[config.mk]
export PLATFORM = sky130hd
export DESIGN_NAME = arm_bus_slave
export DESIGN_NICKNAME = d
export VERILOG_FILES = /design/src/rtl/arm_bus_slave.sv
export SDC_FILE = /design/constraint.sdc
export NUM_CORES = 1
export LEC_CHECK = 0
export BUFFER_PORTS_ARGS = -buffer_cell sky130_fd_sc_hd__buf_2
export CAP_MARGIN = 30
export CORE_ASPECT_RATIO = 1.2
export CORE_MARGIN = 8
export CORE_UTILIZATION = 50
export CTS_CLUSTER_DIAMETER = 200
export DETAILED_ROUTE_END_ITERATION = 10
export HOLD_SLACK_MARGIN = 0.12
export MAX_ROUTING_LAYER = met4
export PLACE_DENSITY = 0.75
export RECOVER_POWER = 100
export SLEW_MARGIN = 10
export SYNTH_ARGS = -nofsm -noshare
export SYNTH_HDL_FRONTEND = slang
export SYNTH_SLANG_ARGS = --single-unit
[constraint.sdc]
create_clock -name clk -period 3.33 [get_ports clk]
set_input_delay 0.4995 -clock clk [delete_from_list [all_inputs] [get_ports clk]]
set_output_delay 0.4995 -clock clk [all_outputs]
set_load 0.01 [all_outputs]
[src/rtl/arm_bus_slave.sv]
// rtl/arm_bus_slave.sv - ARM chip-select bus slave with strobe sync, DTACK handshake and IRQ register bank
module arm_bus_slave #(
  parameter int DATA_W      = 32,
  parameter int ADDR_W      = 24,
  parameter int NUM_REGS    = 8,
  parameter int ADDR_LSB    = 2,
  parameter int SYNC_STAGES = 2
) (
  input  logic                           clk,
  input  logic                           rst,
  input  logic [ADDR_W-1:0]              bus_addr,
  input  logic [DATA_W-1:0]              bus_din,
  input  logic [DATA_W/8-1:0]            bus_be_n,
  input  logic                           bus_as,
  input  logic                           bus_rs_n,
  input  logic                           bus_ws_n,
  output logic [DATA_W-1:0]              bus_dout,
  output logic                           bus_doe,
  output logic                           bus_dtack_n,
  output logic                           irq,
  input  logic [DATA_W-1:0]              irq_src,
  output logic [(NUM_REGS-2)*DATA_W-1:0] reg_out
);

  localparam int IDX_W = $clog2(NUM_REGS);
  localparam int BE_W  = DATA_W / 8;

  typedef enum logic [1:0] {S_IDLE, S_WRITE, S_READ, S_ACK} state_e;

  logic [SYNC_STAGES-1:0] as_sync_q, rs_sync_q, ws_sync_q;
  logic                   as_s, rs_s, ws_s;

  state_e              state_q;
  logic [IDX_W-1:0]    idx_q;
  logic [DATA_W-1:0]   din_q;
  logic [BE_W-1:0]     be_n_q;
  logic [DATA_W-1:0]   dout_q;
  logic                doe_q;
  logic                dtack_n_q;
  logic                irq_q;

  logic [DATA_W-1:0]   regs_q [NUM_REGS];
  logic [DATA_W-1:0]   regs_d [NUM_REGS];
  logic [DATA_W-1:0]   wmask;
  logic                unused_addr;

  assign unused_addr = ^bus_addr;

  always_ff @(posedge clk or negedge rst) begin
    if (!rst) begin
      as_sync_q <= '0;
      rs_sync_q <= '1;
      ws_sync_q <= '1;
    end else begin
      as_sync_q <= {as_sync_q[SYNC_STAGES-2:0], bus_as};
      rs_sync_q <= {rs_sync_q[SYNC_STAGES-2:0], bus_rs_n};
      ws_sync_q <= {ws_sync_q[SYNC_STAGES-2:0], bus_ws_n};
    end
  end

  assign as_s = as_sync_q[SYNC_STAGES-1];
  assign rs_s = rs_sync_q[SYNC_STAGES-1];
  assign ws_s = ws_sync_q[SYNC_STAGES-1];

  // Address/data/byte enables are sampled only when leaving IDLE; the bus holds them stable under a strobe.
  always_ff @(posedge clk or negedge rst) begin
    if (!rst) begin
      state_q   <= S_IDLE;
      idx_q     <= '0;
      din_q     <= '0;
      be_n_q    <= '1;
      dout_q    <= '0;
      doe_q     <= 1'b0;
      dtack_n_q <= 1'b1;
    end else begin
      case (state_q)
        S_IDLE: begin
          if (as_s && !ws_s) begin
            idx_q   <= bus_addr[ADDR_LSB+IDX_W-1:ADDR_LSB];
            din_q   <= bus_din;
            be_n_q  <= bus_be_n;
            state_q <= S_WRITE;
          end else if (as_s && !rs_s) begin
            idx_q   <= bus_addr[ADDR_LSB+IDX_W-1:ADDR_LSB];
            state_q <= S_READ;
          end
        end
        S_WRITE: begin
          dtack_n_q <= 1'b0;
          state_q   <= S_ACK;
        end
        S_READ: begin
          dout_q  <= regs_q[idx_q];
          doe_q   <= 1'b1;
          state_q <= S_ACK;
        end
        S_ACK: begin
          if (as_s && (!rs_s || !ws_s)) begin
            dtack_n_q <= 1'b0;
          end else begin
            dtack_n_q <= 1'b1;
            doe_q     <= 1'b0;
            state_q   <= S_IDLE;
          end
        end
        default: state_q <= S_IDLE;
      endcase
    end
  end

  always_comb begin
    wmask = '0;
    for (int b = 0; b < BE_W; b++) begin
      wmask[b*8 +: 8] = {8{~be_n_q[b]}};
    end
  end

  // R0 is write-1-to-clear; the event OR is applied last so a same-cycle set beats the clear.
  always_comb begin
    for (int r = 0; r < NUM_REGS; r++) begin
      regs_d[r] = regs_q[r];
    end
    if (state_q == S_WRITE) begin
      if (idx_q == '0) begin
        regs_d[0] = regs_q[0] & ~(din_q & wmask);
      end else begin
        regs_d[idx_q] = (regs_q[idx_q] & ~wmask) | (din_q & wmask);
      end
    end
    regs_d[0] = regs_d[0] | irq_src;
  end

  always_ff @(posedge clk or negedge rst) begin
    if (!rst) begin
      for (int r = 0; r < NUM_REGS; r++) begin
        regs_q[r] <= '0;
      end
      irq_q <= 1'b0;
    end else begin
      for (int r = 0; r < NUM_REGS; r++) begin
        regs_q[r] <= regs_d[r];
      end
      irq_q <= |(regs_q[0] & regs_q[1]);
    end
  end

  for (genvar r = 2; r < NUM_REGS; r++) begin : g_reg_out
    assign reg_out[(r-2)*DATA_W +: DATA_W] = regs_q[r];
  end

  assign bus_dout    = dout_q;
  assign bus_doe     = doe_q;
  assign bus_dtack_n = dtack_n_q;
  assign irq         = irq_q;

endmodule

==> results.toml, run 1 <==
[routing]
via_per_inst = 6.00
first_iter_violations = 913
drt_first_pass_iters = 5
vias = 12300
post_drt_wl_per_cell_um = 26.6
antenna_left = 0
drt_wl_total_um = 54500
route.detailed.drc = 0

[critical_path]
path_buf_inv = 1
reg2reg_depth = 4
path_max_fanout = 22
cp.arrival_ns = 3.28
ff2ff_setup_slack_ns = 0.43
critPathLaunchType = "flip-flop"
crit_family = "flip-flops"
crit_chain = "and4_2 -> clkbuf_2 -> mux2i_1 -> o21ai_0"
path_class = "reg2reg"
max_stage_delay_ns = 1.07
endpoint_kind = "flip-flop"
critical_path_required_ns = 3.71
startpoint = "idx_q[0]"
slowest_stage = "dfrtp_2"
path_depth = 4
reg2reg_from = "idx_q[0]"

[sta]
maxSlewHeadroom_pct = -11.7
setup_viol = 0
fin_setup_tns_ns = 0
fmax_ghz = 0.345
tightest_slew_ns = 1.68
rsz0062_at_grt = "false"
slew_violations = 169
min_period_ns = 2.90
finClkSkew_ns = 0.0187
hold_violations = 0
min_period_over_period_pct = 87.0
finalWorstSetupSlack_ns = 0.434

[clocking]
clock_tree.buffer_depth = 3
clkTransAtPathRegs_ns = 0.06
cts_buffers = 37
clock_sinks = 338
clkLatencyLatePin_ns = 0.53
post_cts_buffers = 0
tritoncts = "yes"
htreeDepth = 2
root_buffer = "clkbuf_16"

[finish]
fill_cells = 3099
final_util_pct = 54.4
final_area_sq_um = 19400
finalNonFillerCells = 2050
syn2layout_area_growth_pct = 8.32
nNetsFinal = 1655
drive_gt1_share_pct = 20.7

[placement]
pre_cts_ws_ns = 0.779
portBuffers = 302
dp_hpwl_um = 37900
gp_congestion = 0.851
placed_cells = 1978
place_area_sq_um = 18500

[global_routing]
grt_pass1_vias = 12800
antenna_found_initial = 1
overflow = 0
grt_max_degree = 107
grt_pass1_wl_um = 81600
track_usage_pct = 26.0

[logic_synthesis]
syn-cell-area_sq_um = 17900
ys.flop_type = "dfrtp_1"
synth-seq-area-share_pct = 47.3
syn_nets = 1527
syn_inst = 1425
syn_area_per_cell_sq_um = 12.6
async_reset_ff_share_pct = 100
ys_ff_latch = 338
synth-edff-count = 0
synth.distinct_cells = 32
yosysWarnings = 0

[outcome]
violations = "capacitance limit, slew limit"
status = "finished, violations left"

[floorplan]
die-area_sq_um = 42200
core_area_sq_um = 35700
initial_core_util_pct = 50.3
ios = 324
num_rows = 76
fp.dieW_um = 189
die_y_um = 223

[job]
maxCapViolCount = 2

[worst_hold_path]
hp-class = "in2reg"

[power]
leakage_nw = 7.35
pwr_density_cell_nw_per_um2 = 1090
vdd_drop_max_mv = 0.675
[stage by stage]
stage | total power (W) | hold WS, ns
CTS | 0.0217 | 0.123
finish | 0.0211 | 0.144
detailed placement | 0.0175 | 0.345
floorplan | 0.0154 | 0.204
global placement | 0.0172 | 0.339
global route | 0.0223 | 0.130
[cell usage after synthesis (2+ instances only)]
library cell / instances / area [sq um]
a21oi_1: 34 / 170
a22oi_1: 16 / 120
buf_4: 201 / 1510
a21o_1: 32 / 240
dfrtp_1: 329 / 8230
o21ai_1: 224 / 1120
nor2b_1: 32 / 200
o21ai_0: 3 / 15.0
buf_8: 3 / 45.0
and4bb_1: 2 / 25.0
mux2_2: 40 / 450
nand3b_1: 33 / 248
buf_2: 13 / 65.1
nand2_1: 30 / 113
clkbuf_1: 16 / 60.1
ha_1: 5 / 62.6
and4b_1: 3 / 30.0
nand4_1: 4 / 25.0
mux2i_4: 31 / 698
dfstp_2: 9 / 236
inv_1: 4 / 15.0
nor2_1: 35 / 131
mux4_2: 64 / 1440
mux2i_1: 226 / 2260
buf_6: 29 / 327
[per-layer routing]
layer	wire length (um)	vias to the layer above	GRT usage [%]	part of all wire, %
li1	-	5260	-	-
met5	0	-	-	0
met3	3950	116	5.97	7.3
met1	22100	6407	32.2	41
met2	26700	527	41.7	49
met4	1740	0	8.71	3.2
[worst min-delay path by stage]
stage / startpoint / slack, ns / endpoint / cells past startpoint
3_5_place_dp: as_sync_q[0] / 0.34 / as_sync_q[1] / 0
4_1_cts: irq_src[28] / 0.12 / regs_q[252] / 2
6_report: irq_src[28] / 0.14 / regs_q[252] / 2
5_1_grt: irq_src[12] / 0.13 / regs_q[236] / 2
3_3_place_gp: as_sync_q[0] / 0.34 / as_sync_q[1] / 0
2_1_floorplan: rst / 0.20 / async pin / 0
[placed cells by master (no fill, tap or decap), types with 9 or more instances in the layout]
cell type / count
dfrtp_1: 326
mux2i_1: 226
nand2_1: 30
clkbuf_16: 39
mux4_2: 64
a21oi_1: 34
dfstp_2: 9
buf_2: 74
buf_4: 30
o21ai_1: 44
clkbuf_1: 242
mux2_2: 40
nor2_1: 35
nor2b_1: 32
mux2i_4: 31
nand3b_1: 33
o21ai_0: 183
a22oi_1: 16
a21o_1: 32
[final cells by class]
class	count	area, sq um	area share, %
Sequential cell	338	8480	43.7
Multi-Input combinational cell	821	7450	38.4
Timing Repair Buffer	351	1660	8.54
Clock buffer	57	1110	5.74
Tap cell	468	586	3.02
Clock inverter	10	106	0.548
Inverter	4	15.0	0.0773
Antenna cell	1	2.50	0.0129
[cells by family (layout without fill, tap and decap cells)]
| logic type | Yosys count | in the layout | synth area share, % |
|---|---|---|---|
| buffers and inverters | 266 | 422 | 11.3 |
| other | 0 | 1 | 0 |
| adder cells (fa/ha/maj) | 5 | 5 | 0.349 |
| flip-flops | 338 | 338 | 47.3 |
| multiplexers | 362 | 362 | 27.2 |
| AO/OA/AOI/OAI | 310 | 310 | 9.34 |
| AND/OR/NAND/NOR | 144 | 144 | 4.62 |
[power by group]
part	switching, W	internal, W	leakage, nW	total [W]
logic	0.00520	0.00392	2.62	0.00912
clock network	0.00168	0.00246	0.600	0.00415
registers	0.00196	0.00585	4.13	0.00781
[repair_timing]
item / 4_1_cts / 5_1_grt
hold endpoints to repair: 39 / 0
hold buffers: 4 / 0
resized for setup: 0 / 0
No activity file was read; power rests on OpenSTA's default activity.
==> run 2: changes to the inputs <==
--- a/config.mk
+++ b/config.mk
@@ -7,14 +7,16 @@
 export LEC_CHECK = 0
 export BUFFER_PORTS_ARGS = -buffer_cell sky130_fd_sc_hd__buf_2
 export CAP_MARGIN = 30
+export CELL_PAD_IN_SITES_DETAIL_PLACEMENT = 0
+export CELL_PAD_IN_SITES_GLOBAL_PLACEMENT = 1
 export CORE_ASPECT_RATIO = 1.2
 export CORE_MARGIN = 8
-export CORE_UTILIZATION = 50
+export CORE_UTILIZATION = 49
 export CTS_CLUSTER_DIAMETER = 200
 export DETAILED_ROUTE_END_ITERATION = 10
 export HOLD_SLACK_MARGIN = 0.12
 export MAX_ROUTING_LAYER = met4
-export PLACE_DENSITY = 0.75
+export PLACE_DENSITY = 0.88
 export RECOVER_POWER = 100
 export SLEW_MARGIN = 10
 export SYNTH_ARGS = -nofsm -noshare
==> results.toml, run 2 (synthesis results as in run 1) <==
[power]
leakage_nw = 7.33
pwr_density_cell_nw_per_um2 = 1080
vdd_drop_max_mv = 0.575

[critical_path]
startpoint = "idx_q[2]"
path_class = "reg2reg"
reg2reg_from = "idx_q[2]"
critPathLaunchType = "flip-flop"
critical_path_required_ns = 3.72
cp.arrival_ns = 3.30
path_max_fanout = 39
reg2reg_depth = 4
endpoint_kind = "flip-flop"

[clocking]
htreeDepth = 2
cts_buffers = 37
clock_sinks = 338
clkTransAtPathRegs_ns = 0.06
post_cts_buffers = 0
clkLatencyLatePin_ns = 0.53
clock_tree.buffer_depth = 3
root_buffer = "clkbuf_16"
tritoncts = "yes"

[sta]
tightest_slew_ns = 1.46
min_period_ns = 2.90
finClkSkew_ns = 0.0132
slew_violations = 0
rsz0062_at_grt = "false"
setup_viol = 0
maxSlewHeadroom_pct = 2.88
min_period_over_period_pct = 87.2
hold_violations = 0
fin_setup_tns_ns = 0
fmax_ghz = 0.344

[outcome]
status = "complete, no violations"

[routing]
antenna_left = 0
drt_wl_total_um = 55100
via_per_inst = 5.92
first_iter_violations = 836
vias = 12100
route.detailed.drc = 0
drt_first_pass_iters = 5
post_drt_wl_per_cell_um = 27.0

[floorplan]
die-area_sq_um = 43000
core_area_sq_um = 35900
fp.dieW_um = 191
ios = 324
initial_core_util_pct = 49.9
die_y_um = 225
num_rows = 76

[global_routing]
antenna_found_initial = 1
grt_pass1_wl_um = 82000
track_usage_pct = 26.0
grt_pass1_vias = 12600
grt_max_degree = 88
overflow = 0

[placement]
dp_hpwl_um = 38300
portBuffers = 302
gp_congestion = 0.866

[finish]
antenna_cells = 0
final_util_pct = 53.4
layout_common_cells = "326 x dfrtp_1, 239 x clkbuf_1, 238 x mux2i_1, 176 x o21ai_0, 74 x buf_2"
drive_gt1_share_pct = 19.5
nNetsFinal = 1650
syn2layout_area_growth_pct = 7.14
final_common_cell = "dfrtp_1"
fill_cells = 3203

[worst_hold_path]
hp-start = "irq_src[8]"
hp-class = "in2reg"
min_path_cells = 2

[job]
maxCapViolCount = 0
-- run 2: final timing paths --
check | endpoint | slack, ns
min in group asynchronous | din_q[17] | 0.54
min reg2reg | ws_sync_q[1] | 0.35
max | flip-flop | 0.43
max in group asynchronous | async pin | 1.00
min | regs_q[232] | 0.15
max reg2reg | flip-flop | 0.43
-- run 2: per-layer routing --
layer,share of wire (%),GRT usage [%],vias up
met3,6.2,4.78,87
met4,2.5,7.16,0
li1,-,-,5237
met5,0,-,-
met1,42,34.1,6269
met2,49,41.3,493
-- run 2: worst max-delay path, cell delays in order, from the launching register on --
cell	delay [ns]
dfrtp_2	1.10
and4b_2	0.82
clkbuf_2	0.48
mux2i_1	0.26
o21ai_1	0.09
-- run 2: repair_timing --
action | CTS | global route
hold endpoints to repair | 83 | 0
gates resized for setup | 0 | 0
hold buffers | 4 | 0
-- run 2: cell type report --
class                           instances  area (sq um)  share of cell area (%)
Sequential cell                       338          8480                    44.2
Inverter                                4          15.0                  0.0782
Tap cell                              468           586                    3.05
Clock inverter                          7           113                   0.586
Multi-Input combinational cell        821          7280                    37.9
Clock buffer                           57          1110                    5.79
Timing Repair Buffer                  346          1620                    8.42
-- run 2: metrics by stage --
| step | area [sq um] | std cells | hold slack, ns | worst slack [ns] | total power [W] |
|---|---|---|---|---|---|
| 2_1_floorplan | 17900 | 1425 | 0.204 | 1.54 | 0.0154 |
| 3_3_place_gp | 18400 | 1973 | 0.333 | 0.914 | 0.0173 |
| 3_5_place_dp | 18400 | 1973 | 0.347 | 0.866 | 0.0176 |
| 4_1_cts | 19700 | 2041 | 0.137 | 0.857 | 0.0218 |
| 5_1_grt | 19200 | 2041 | 0.141 | 0.373 | 0.0219 |
| 6_report | 19200 | 2041 | 0.152 | 0.426 | 0.0208 |
-- run 2: power breakdown --
part           internal, W  switching, W
clock network      0.00252       0.00164
logic              0.00374       0.00502
registers          0.00585       0.00198
==> run 3: changes to the inputs <==
--- a/config.mk
+++ b/config.mk
@@ -5,6 +5,7 @@
 export SDC_FILE = /design/constraint.sdc
 export NUM_CORES = 1
 export LEC_CHECK = 0
+export ABC_CLOCK_PERIOD_IN_PS = 3330
 export BUFFER_PORTS_ARGS = -buffer_cell sky130_fd_sc_hd__buf_2
 export CAP_MARGIN = 30
 export CELL_PAD_IN_SITES_DETAIL_PLACEMENT = 0
@@ -17,7 +18,7 @@
 export HOLD_SLACK_MARGIN = 0.12
 export MAX_ROUTING_LAYER = met4
 export PLACE_DENSITY = 0.88
-export RECOVER_POWER = 100
+export RECOVER_POWER = 50
 export SLEW_MARGIN = 10
 export SYNTH_ARGS = -nofsm -noshare
 export SYNTH_HDL_FRONTEND = slang
==> results.toml, run 3 (synthesis results as in run 1) <==
[worst_hold_path]
hp-class = "in2reg"

[finish]
nNetsFinal = 1650
finalNonFillerCells = 2041
fill_cells = 3179
layout_common_cells = "326 x dfrtp_1, 238 x clkbuf_1, 226 x mux2i_1, 224 x o21ai_1, 75 x buf_2"
drive_gt1_share_pct = 20.7
antenna_cells = 0
syn2layout_area_growth_pct = 8.26
multi_input_area_sq_um = 7450
final_util_pct = 54.0
regArea_sq_um = 8480
final_common_cell = "dfrtp_1"

[outcome]
status = "complete, no violations"

[placement]
gp_congestion = 0.866
dp_hpwl_um = 38300
portBuffers = 302
placed_cells = 1973

[sta]
min_period_ns = 2.49
setup_viol = 0
hold_violations = 0
fin_setup_tns_ns = 0
fmax_ghz = 0.401
tightest_slew_ns = 1.34
finClkSkew_ns = 0.0135
slew_violations = 0
rsz0062_at_grt = "false"
maxSlewHeadroom_pct = 10.9
min_period_over_period_pct = 74.8

[critical_path]
ff2ff_setup_slack_ns = 0.84
critPathLaunchType = "flip-flop"
cp.arrival_ns = 2.88
critical_path_required_ns = 3.72
path_class = "reg2reg"
reg2reg_depth = 4
path_max_fanout = 39
reg2reg_from = "idx_q[2]"
startpoint = "idx_q[2]"
endpoint_kind = "flip-flop"

[clocking]
post_cts_buffers = 0
cts_buffers = 37
postCtsHoldBufs = 4
htreeDepth = 2
clkTransAtPathRegs_ns = 0.06
clock_tree.buffer_depth = 3
tritoncts = "yes"
clock_sinks = 338
clkLatencyLatePin_ns = 0.53
cts-resized-gates = 0
root_buffer = "clkbuf_16"

[global_routing]
overflow = 0
track_usage_pct = 26.0
antenna_found_initial = 1
grt_max_degree = 88
grt_pass1_vias = 12600
grt_pass1_wl_um = 82000

[routing]
post_drt_wl_per_cell_um = 26.9
first_iter_violations = 792
drt_wl_total_um = 54900
route.detailed.drc = 0
drt_first_pass_iters = 5
vias = 12100
via_per_inst = 5.92
antenna_left = 0

[job]
maxCapViolCount = 0

[power]
vdd_drop_max_mv = 0.585
leakage_nw = 7.30
pwr_density_cell_nw_per_um2 = 1100

[floorplan]
core_area_sq_um = 35900
die_y_um = 225
num_rows = 76
fp.dieW_um = 191
die-area_sq_um = 43000
ios = 324
initial_core_util_pct = 49.9
==> run 3: area by class of cell <==
| class | instances | share of cell area (%) |
|---|---|---|
| Tap cell | 468 | 3.02 |
| Timing Repair Buffer | 346 | 8.47 |
| Clock inverter | 7 | 0.580 |
| Inverter | 4 | 0.0774 |
| Sequential cell | 338 | 43.7 |
| Clock buffer | 57 | 5.73 |
| Multi-Input combinational cell | 821 | 38.4 |
==> run 3: critical path, cell delays in order, from the launching register on <==
cell and delay, ns:
dfrtp_4 0.85, buf_4 0.35, mux4_2 0.54, mux2i_2 0.43, o21ai_1 0.15
==> run 3: metal layers <==
layer | global-route usage, % | up-vias | wire length (um)
met3 | 4.78 | 87 | 3600
li1 | - | 5250 | -
met1 | 34.1 | 6247 | 23000
met4 | 7.16 | 0 | 1370
met5 | - | - | 0
met2 | 41.3 | 503 | 26900
==> run 3: where the power goes <==
group	internal [W]	total, W	switching [W]
sequential	0.00585	0.00784	0.00198
combinational	0.00403	0.00935	0.00532
clock	0.00252	0.00417	0.00165
total	0.0124	0.0214	0.00895
==> run 3: how the worst min path moves through the flow <==
stage	startpoint	end	slack, ns	depth (start not counted)
global placement	as_sync_q[0]	as_sync_q[1]	0.33	0
detailed placement	ws_sync_q[0]	ws_sync_q[1]	0.35	0
finish	irq_src[30]	regs_q[254]	0.15	2
global route	irq_src[8]	regs_q[232]	0.14	2
floorplan	rst	async pin	0.20	0
CTS	irq_src[0]	regs_q[224]	0.14	2
==> run 3: stage by stage <==
stage / worst slack (ns) / hold slack [ns] / cell area [sq um] / power, W
2_1_floorplan: 1.54 / 0.204 / 17900 / 0.0154
5_1_grt: 0.677 / 0.141 / 19400 / 0.0226
4_1_cts: 0.857 / 0.137 / 19700 / 0.0218
3_5_place_dp: 0.866 / 0.347 / 18400 / 0.0176
3_3_place_gp: 0.914 / 0.333 / 18400 / 0.0173
6_report: 0.838 / 0.153 / 19400 / 0.0214
